`src/rtl/alu_pkg.sv`:
```
// Shared encodings for the execute stage: ALUop classes, R-type function codes
// and the execute-stage FSM states.
package alu_pkg;

    localparam logic [2:0] ALUOP_RTYPE = 3'b000;
    localparam logic [2:0] ALUOP_ADD   = 3'b001;
    localparam logic [2:0] ALUOP_SLT   = 3'b010;
    localparam logic [2:0] ALUOP_SUB   = 3'b011;

    localparam logic [5:0] FUNCT_ADD = 6'b000000;
    localparam logic [5:0] FUNCT_SUB = 6'b000001;
    localparam logic [5:0] FUNCT_AND = 6'b000010;
    localparam logic [5:0] FUNCT_OR  = 6'b000011;
    localparam logic [5:0] FUNCT_XOR = 6'b000100;
    localparam logic [5:0] FUNCT_LSL = 6'b000101;
    localparam logic [5:0] FUNCT_LSR = 6'b000110;
    localparam logic [5:0] FUNCT_NOT = 6'b000111;
    localparam logic [5:0] FUNCT_MUL = 6'b001000;

    typedef enum logic {
        IDLE = 1'b0,
        MUL  = 1'b1
    } state_t;

endpackage

```
`src/rtl/alu_execute_pipe_seq_multiplier.sv`:
```
// Iterative shift-add multiplier: one multiplier bit per cycle for WIDTH cycles.
// done is asserted during the final iteration, with product already including that step.
module seq_multiplier #(
    parameter int WIDTH = 32
) (
    input  logic             clk,
    input  logic             rst_n,
    input  logic             start,
    input  logic [WIDTH-1:0] a,
    input  logic [WIDTH-1:0] b,
    output logic             done,
    output logic [WIDTH-1:0] product
);
    localparam int CW = $clog2(WIDTH);

    logic [WIDTH-1:0] mcand_q;
    logic [WIDTH-1:0] mplier_q;
    logic [WIDTH-1:0] acc_q;
    logic [WIDTH-1:0] acc_d;
    logic [CW-1:0]    cnt_q;
    logic             run_q;

    assign acc_d   = acc_q + (mplier_q[0] ? mcand_q : '0);
    assign done    = run_q && (cnt_q == CW'(WIDTH - 1));
    assign product = acc_d;

    always_ff @(posedge clk or negedge rst_n) begin
        if (!rst_n) begin
            mcand_q  <= '0;
            mplier_q <= '0;
            acc_q    <= '0;
            cnt_q    <= '0;
            run_q    <= 1'b0;
        end else if (start) begin
            mcand_q  <= a;
            mplier_q <= b;
            acc_q    <= '0;
            cnt_q    <= '0;
            run_q    <= 1'b1;
        end else if (run_q) begin
            acc_q    <= acc_d;
            mcand_q  <= mcand_q << 1;
            mplier_q <= mplier_q >> 1;
            cnt_q    <= cnt_q + 1'b1;
            if (done) begin
                run_q <= 1'b0;
            end
        end
    end

endmodule

```
`src/rtl/alu_execute_pipe.sv`:
```
// Registered MIPS execute stage with valid/ready handshakes and an iterative multiplier.
// Define ALU_OVERFLOW_EN to build the signed ADD/SUB overflow flag; otherwise it is tied 0.
module alu_execute_pipe
    import alu_pkg::*;
#(
    parameter int WIDTH   = 32,
    parameter int FUNCT_W = 6,
    parameter int ALUOP_W = 3
) (
    input  logic               clk,
    input  logic               rst_n,
    input  logic               in_valid,
    output logic               in_ready,
    input  logic [WIDTH-1:0]   read_data_1,
    input  logic [WIDTH-1:0]   read_data_2,
    input  logic [WIDTH-1:0]   immediate,
    input  logic [FUNCT_W-1:0] funct,
    input  logic [ALUOP_W-1:0] alu_op,
    input  logic               alu_src,
    output logic               out_valid,
    input  logic               out_ready,
    output logic [WIDTH-1:0]   alu_result,
    output logic               zero,
    output logic               overflow,
    output logic               busy
);
    localparam int SHW = $clog2(WIDTH);

    state_t           state_q;
    logic             out_valid_q;
    logic [WIDTH-1:0] result_q;
    logic [WIDTH-1:0] result_d;
    logic             zero_q;
    logic             busy_q;

    logic [WIDTH-1:0] op_b;
    logic [WIDTH-1:0] op_sum;
    logic [WIDTH-1:0] op_diff;
    logic [WIDTH-1:0] op_result;
    logic             accept;
    logic             out_xfer;
    logic             is_mul;
    logic             mul_done;
    logic [WIDTH-1:0] mul_product;

    assign op_b     = alu_src ? immediate : read_data_2;
    assign op_sum   = read_data_1 + op_b;
    assign op_diff  = read_data_1 - op_b;
    assign in_ready = (state_q == IDLE) && (!out_valid_q || out_ready);
    assign accept   = in_valid && in_ready;
    assign out_xfer = out_valid_q && out_ready;
    assign is_mul   = (alu_op == ALUOP_W'(ALUOP_RTYPE)) && (funct == FUNCT_W'(FUNCT_MUL));

    // Single-cycle result; MUL yields 0 here because the multiplier supplies it later.
    always_comb begin
        op_result = '0;
        case (alu_op)
            ALUOP_W'(ALUOP_ADD): op_result = op_sum;
            ALUOP_W'(ALUOP_SUB): op_result = op_diff;
            ALUOP_W'(ALUOP_SLT): op_result = WIDTH'($signed(read_data_1) < $signed(op_b));
            ALUOP_W'(ALUOP_RTYPE): begin
                case (funct)
                    FUNCT_W'(FUNCT_ADD): op_result = op_sum;
                    FUNCT_W'(FUNCT_SUB): op_result = op_diff;
                    FUNCT_W'(FUNCT_AND): op_result = read_data_1 & op_b;
                    FUNCT_W'(FUNCT_OR):  op_result = read_data_1 | op_b;
                    FUNCT_W'(FUNCT_XOR): op_result = read_data_1 ^ op_b;
                    FUNCT_W'(FUNCT_LSL): op_result = read_data_1 << op_b[SHW-1:0];
                    FUNCT_W'(FUNCT_LSR): op_result = read_data_1 >> op_b[SHW-1:0];
                    FUNCT_W'(FUNCT_NOT): op_result = ~read_data_1;
                    default:             op_result = '0;
                endcase
            end
            default: op_result = '0;
        endcase
    end

    assign result_d = (state_q == MUL) ? mul_product : op_result;

    seq_multiplier #(.WIDTH(WIDTH)) u_mul (
        .clk     (clk),
        .rst_n   (rst_n),
        .start   (accept && is_mul),
        .a       (read_data_1),
        .b       (op_b),
        .done    (mul_done),
        .product (mul_product)
    );

    // A MUL acceptance never coincides with a pending result: in_ready guarantees
    // the previous one transfers on that same edge, so out_valid can simply drop.
    always_ff @(posedge clk or negedge rst_n) begin
        if (!rst_n) begin
            state_q     <= IDLE;
            out_valid_q <= 1'b0;
            result_q    <= '0;
            zero_q      <= 1'b0;
            busy_q      <= 1'b0;
        end else begin
            case (state_q)
                IDLE: begin
                    if (accept && is_mul) begin
                        state_q     <= MUL;
                        busy_q      <= 1'b1;
                        out_valid_q <= 1'b0;
                    end else if (accept) begin
                        result_q    <= result_d;
                        zero_q      <= (result_d == '0);
                        out_valid_q <= 1'b1;
                    end else if (out_xfer) begin
                        out_valid_q <= 1'b0;
                    end
                end
                MUL: begin
                    if (mul_done) begin
                        result_q    <= result_d;
                        zero_q      <= (result_d == '0);
                        out_valid_q <= 1'b1;
                        busy_q      <= 1'b0;
                        state_q     <= IDLE;
                    end
                end
                default: state_q <= IDLE;
            endcase
        end
    end

`ifdef ALU_OVERFLOW_EN
    logic op_ovf;
    logic ovf_q;
    logic sign_a;
    logic sign_b;

    assign sign_a = read_data_1[WIDTH-1];
    assign sign_b = op_b[WIDTH-1];

    always_comb begin
        op_ovf = 1'b0;
        if ((alu_op == ALUOP_W'(ALUOP_ADD)) ||
            ((alu_op == ALUOP_W'(ALUOP_RTYPE)) && (funct == FUNCT_W'(FUNCT_ADD)))) begin
            op_ovf = (sign_a == sign_b) && (op_sum[WIDTH-1] != sign_a);
        end else if ((alu_op == ALUOP_W'(ALUOP_SUB)) ||
                     ((alu_op == ALUOP_W'(ALUOP_RTYPE)) && (funct == FUNCT_W'(FUNCT_SUB)))) begin
            op_ovf = (sign_a != sign_b) && (op_diff[WIDTH-1] != sign_a);
        end
    end

    // Loaded on every acceptance, so a MUL clears it and it holds under backpressure.
    always_ff @(posedge clk or negedge rst_n) begin
        if (!rst_n) begin
            ovf_q <= 1'b0;
        end else if (accept) begin
            ovf_q <= op_ovf;
        end
    end

    assign overflow = ovf_q;
`else
    assign overflow = 1'b0;
`endif

    assign out_valid  = out_valid_q;
    assign alu_result = result_q;
    assign zero       = zero_q;
    assign busy       = busy_q;

endmodule

```
`config.mk`:
```
export PLATFORM = sky130hd
export DESIGN_NAME = alu_execute_pipe
export DESIGN_NICKNAME = d
export VERILOG_FILES = /design/src/rtl/alu_pkg.sv /design/src/rtl/alu_execute_pipe_seq_multiplier.sv /design/src/rtl/alu_execute_pipe.sv
export SDC_FILE = /design/constraint.sdc
export NUM_CORES = 1
export LEC_CHECK = 0
export CAP_MARGIN = 10
export CORE_MARGIN = 3
export CORE_UTILIZATION = 30
export CTS_CLUSTER_DIAMETER = 150
export DETAILED_ROUTE_END_ITERATION = 8
export MAX_ROUTING_LAYER = met4
export PLACE_DENSITY_LB_ADDON = 0.1
export SLEW_MARGIN = 10
export SYNTH_ARGS = -nofsm -noshare
export SYNTH_HDL_FRONTEND = slang
export SYNTH_SLANG_ARGS = --single-unit
```
`constraint.sdc`:
```
create_clock -name clk -period 5.5 [get_ports clk]
set_input_delay 0.55 -clock clk [delete_from_list [all_inputs] [get_ports clk]]
set_output_delay 0.55 -clock clk [all_outputs]
set_load 0.1 [all_outputs]
```
# After elaboration in Yosys (flattened, before gate mapping)
# Index checks and enable logic that the tools add are counted.
# op_classes
addsub,4
multipliers,0
n_div,0
n_lt_le_gt_ge,1
n_eq_ne,17
n_shift,2
n_mux,34
n_bitwise,5
n_reduce_logical,15
# op_table
op,n
$mux 32,12
$pmux 32 s8,1
$pmux 32 s4,1
$add 32x32->32,2
$pmux 32 s2,1
$and 32x32->32,1
$logic_not 32->1,1
$lt 32x32->1,1
$not 32->32,1
$or 32x32->32,1
$shl 32x5->32,1
$shr 32x5->32,1
$sub 32x32->32,1
$xor 32x32->32,1
$eq 6x3->1 const B,4
$mux 1,13
$eq 6x2->1 const B,2
$mux 5,2
$pmux 1 s2,4
$eq 3x2->1 const B,2
$eq 6x1->1 const B,1
$eq 6x4->1 const B,1
$logic_and 1x1->1,6
$logic_not 6->1,1
other kinds (13),16
# totals
ff_bits,138
latch_bits,0
ramBits,0
rom_bits,0
output_inout_bits,37
word_cells,88
mem_count,0

# Longest topological paths before layout
# logic_depth
depth_word,9
mapped_depth,20

# Modules after synthesis
# From an unflattened synthesis, not the netlist that was laid out.
# unflattened
cells_unflattened,2235
area_unflattened_um2,17611.9
# modules_own_cells
module,n_inst,cells_each,area_each_um2
alu_execute_pipe,1,1536,11184.5
seq_multiplier,1,699,6427.4

# Worst setup path before layout
# Ideal clock, no wire load.
# synth_timing
kind,input port to flip-flop
startpoint,in alu_src
endpoint,"reg zero_q, in the netlist zero"
setup_time_ps,71
arrival_time_ps,5257
required_ps,5429
path_slack_ps,172
cell_stages,19
path_cell_list,buf_6 mux2i_2 buf_2 buf_2 buf_1 ha_1 clkbuf_1 a21o_1 o2111ai_1 a31oi_1 o31a_1 o21a_1 or3_1 and3_1 a2111oi_2 nand4_1 or4b_1 nor4_2 a32o_1
# synth_via
elab_chain_cells,9
elab_cells_between_ends,17
# synth_rtl
element,line,rtl
from (decl),alu_execute_pipe.sv:19,"input logic alu_src,"
$mux 32 (*),alu_execute_pipe.sv:46,assign op_b = alu_src ? immediate : read_data_2;
"$sub 32x32->32, or another cell as far along",alu_execute_pipe.sv:48,assign op_diff = read_data_1 - op_b;
$pmux 32 s8,alu_execute_pipe.sv:62,case (funct)
$pmux 32 s4 (*),alu_execute_pipe.sv:57,case (alu_op)
$mux 32 (*),alu_execute_pipe.sv:78,assign result_d = (state_q == MUL) ? mul_product : op_result;
$logic_not 32->1 (*),"alu_execute_pipe.sv:108, alu_execute_pipe.sv:117",
$mux 1,alu_execute_pipe.sv:106,end else if (accept) begin
$mux 1,alu_execute_pipe.sv:102,if (accept && is_mul) begin
$pmux 1 s2 (*),alu_execute_pipe.sv:100,case (state_q)
to (signal assigned),alu_execute_pipe.sv:108,zero_q <= (result_d == '0);
to (signal assigned),alu_execute_pipe.sv:117,zero_q <= (result_d == '0);
to (decl),alu_execute_pipe.sv:33,logic zero_q;
# Every way passes the cells marked *; elsewhere a longest branch is shown, timed or not. The select of a mux whose other input is x is not followed.
# A chain may end at the register's enable or synchronous reset.

# Final worst setup path
# Ends and elaborated chain as after synthesis.

==> key figures <==
Logic synthesis
  – Synth warn: 0
  – Area contributors post-synth: dfrtp_1, ha_1, mux2i_1
  – Count leader, synth: nand2_1
  – Most common library cells after synthesis: nand2_1, nor2_1, mux2i_1
  – Yosys cell types: 90
  – Primary FF master, synth: dfrtp_1
  – Synthesized Nets: 2,475
  – Sequential area share after synthesis: 0.195
  – Post-synth EDFFs: 0
  – Cells after Synth: around 2.2k
  – Number of synthesized register bits: 138
  – Syn avg cell area: 8.02 um^2
  – Top-area cell type share of the netlist area: 0.195
  – Async SR Flop Fraction: 1.00
  – Post-synthesis cell area: 0.0177 mm^2
  – Dominant cell type by area after synthesis: dfrtp_1

Clocking
  – Root buffer cell: clkbuf_16
  – CTS clk-pin slew, worst paths: 0.08 ns
  – Clock Sinks: 138
  – CTS tree: yes
  – Clk buf depth: 2
  – Postcts setup bufs: 0
  – Num CTS Buffers: 17
  – Worst-Skew Late Latency: around 0.5 ns
  – H-tree levels: 4

Setup path
  – R2R depth: 17
  – Worst r2r dst: zero$_DFFE_PN0P_
  – Crit path kind: in -> reg
  – CP endpoint kind: flip-flop
  – CP Data Arrival Time: around 5.4 ns
  – Critical-path maximum fanout: 10
  – RR Startpoint: u_mul.mplier_q[0]$_DFFE_PN0P_
  – Startpoint Class: input pin
  – CP Data Required Time: 5.93 ns
  – R2R setup slack: 0.87 ns

Place
  – Placed cell count: 3,166
  – Worst slack, placed: between 0.03 and 0.04 ns
  – I/O Buffers: between 100 and 150
  – Placed Area: around 0.021 mm^2
  – GP Congestion: 0.978
  – Detailed Place HPWL: approximately 73,000 um

GRT
  – Total track usage: 0.297
  – Largest net degree at the start of global routing: approximately 170
  – Number of antenna violations at the first check in global routing: 2
  – First-pass GRT wire length: roughly 130,000 um
  – Total global routing overflow: 0
  – Vias in the first global route: 18.5k

Timing
  – Setup_tns: 0 ns
  – Setup violations, final: 0
  – Fmax: slightly above 200 MHz
  – Final setup margin: 0.536 ns
  – Final min period: approximately 5.0 ns
  – Clock skew: between 0.01 and 0.015 ns
  – Fin. Hold Viols: 0
  – Slew @ Worst Pin: between 1 and 1.5 ns
  – Unrepaired setup endpoints after global routing: false
  – Slew Viols, Final: 0
  – Slew margin rel.: 0.299
  – Final period utilization: 0.902

Drt
  – Iteration-0 DRC Markers: approximately 1.9k
  – Max layer used: met4
  – Via density: 5.85
  – WL/cell: 28.6 um
  – Final ANT Viol Nets: 0
  – Pre-Repair DR Iteration Count: 5
  – Met3 wire length: 5430 um
  – DR DRC count: 0
  – Vias: approximately 19k
  – Met2 WL: ~40,000 um
  – Final WL: 91,400 um
  – WL met1: between 40,000 and 50,000 um

Layout
  – Number of nets in the layout: around 2.7k
  – Final cell count without fillers: roughly 3.2k
  – Filler cells: around 6k
  – Design area: approximately 0.022 mm^2
  – Layout cells sized above 1: 0.141
  – Layout area overhead: 22.6%

Pwr
  – Sw Pwr: between 2 and 2.5 mW
  – Static leakage: 8.79 nW
  – Switching share of power: 0.461
  – Clk network pwr share: 0.262
  – Cell area power density: 218 mW/mm^2
  – Cell internal pwr: 2.56 mW
  – Combinational share of power: 0.501
  – Peak supply drop: 0.252 mV
  – Flop pwr share: 0.236

Min path
  – HP Class: reg -> reg
  – HP Start: alu_result[7]$_DFFE_PN0P_
  – Hold endpoint: alu_result[7]$_DFFE_PN0P_
  – Hold path depth: 1

Floorplan
  – Die Ht: about 250 um
  – Die footprint: 0.0621 mm^2
  – Core Region: 0.0581 mm^2
  – Row Count: 88
  – Initial core utilization: 0.305
  – IO Count: between 100 and 150
  – Die width: between 200 and 250 um

Outcome
  – Outcome: finished clean

Job
  – Maxcap violations: 0
-- final cells by class --
type,count,area (um^2),share of cell area
multi-input cells,1802,13200,0.609
flip-flops and latches,138,3460,0.159
repair buffers,359,3110,0.143
well taps,765,957,0.0440
clock buffers,18,429,0.0197
inverters,103,392,0.0180
clock inverters,14,155,0.00714
diodes,1,2.50,0.000115
-- power groups by stage --
stage | clock network, mW | registers, mW | logic, mW
2_1_floorplan | 0 | 1.35 | 1.16
3_3_place_gp | 0 | 1.14 | 2.34
3_5_place_dp | 0 | 1.14 | 2.33
4_1_cts | 1.29 | 1.12 | 2.34
5_1_grt | 1.31 | 1.13 | 2.52
6_report | 1.24 | 1.12 | 2.37
-- worst max path at each step --
stage             from               end  slack, ns  cells after the start
2_1_floorplan  alu_src  zero$_DFFE_PN0P_       0.17                     19
3_3_place_gp   alu_src  zero$_DFFE_PN0P_       0.13                     16
3_5_place_dp   alu_src  zero$_DFFE_PN0P_       0.04                     16
4_1_cts        alu_src  zero$_DFFE_PN0P_       0.58                     16
5_1_grt        alu_src  zero$_DFFE_PN0P_       0.33                     18
6_report       alu_src  zero$_DFFE_PN0P_       0.54                     16
-- routing by layer --
layer / vias up / global-route usage
met2: 674 / 0.441
li1: 8616 / -
met4: 0 / 0.0839
met5: - / -
met3: 91 / 0.0405
met1: 9325 / 0.420
-- logic make-up after synthesis --
| group | Yosys count | share of synthesized area |
|---|---|---|
| fa+ha+maj | 154 | 0.110 |
| compound gates | 674 | 0.252 |
| mux | 223 | 0.168 |
| simple gates | 682 | 0.183 |
| flops | 138 | 0.195 |
| buf+inv | 271 | 0.0598 |
| other cells | 1 | 0.000211 |
| xor+xnor | 68 | 0.0336 |
-- sequential cells by signal, summed over array words and instances (netlist names) --
| name | count |
|---|---|
| u_mul.mcand_q | 32 |
| busy | 1 |
| zero | 1 |
| u_mul.acc_q | 32 |
| alu_result | 32 |
| state_q | 1 |
| out_valid | 1 |
| u_mul.mplier_q | 32 |
| u_mul.cnt_q | 5 |
| u_mul.run_q | 1 |
-- cells in the final DEF (no fill, tap or decap), types with 12 or more instances in the layout --
master	netlist	routed
a211oi_1	58	58
a21o_1	36	36
a21oi_1	152	152
a221o_1	13	13
a221oi_1	17	17
a22oi_1	12	12
a31oi_1	22	22
and2_1	36	36
and3_1	14	14
buf_4	2	209
clkbuf_16	0	17
clkdlybuf4s50_1	0	143
dfrtp_1	138	136
ha_1	151	151
inv_1	98	98
mux2i_1	154	153
mux4_2	52	52
nand2_1	238	238
nand2b_1	21	20
nand3_1	43	43
nand4_1	24	24
nor2_1	155	154
nor2b_1	42	42
nor3_1	48	47
o211ai_1	18	18
o21a_1	13	13
o21ai_0	146	146
o221ai_1	15	15
o22ai_1	48	48
or3_1	15	15
xnor2_1	42	42
xor2_1	26	26
-- through the flow --
stage	hold slack (ns)	utilization	total power [mW]
floorplan	0.254	-	2.51
global placement	0.462	0.364	3.48
detailed placement	0.465	0.364	3.47
CTS	0.481	0.374	4.75
global route	0.505	0.374	4.96
finish	0.479	0.374	4.74
-- what timing repair did --
action	4_1_cts	5_1_grt
hold buffers	1	0
endpoints found under the hold margin	5	0
endpoints found under the setup margin	0	0
resized for setup	0	0
-- critical path, cell delays in order --
cell and delay (ns):
buf_2 0.39, mux2i_4 0.53, ha_1 0.39, a21o_1 0.25, o21ai_0 0.33, a21boi_1 0.16
o31ai_1 0.62, o21ai_1 0.22, buf_4 0.21, a221o_1 0.30, and3_1 0.19, a211oi_1 0.28
nand4_1 0.12, or4b_1 0.51, nor4_2 0.14, a32o_1 0.18
Note: power is estimated with default switching activity, not from simulation.
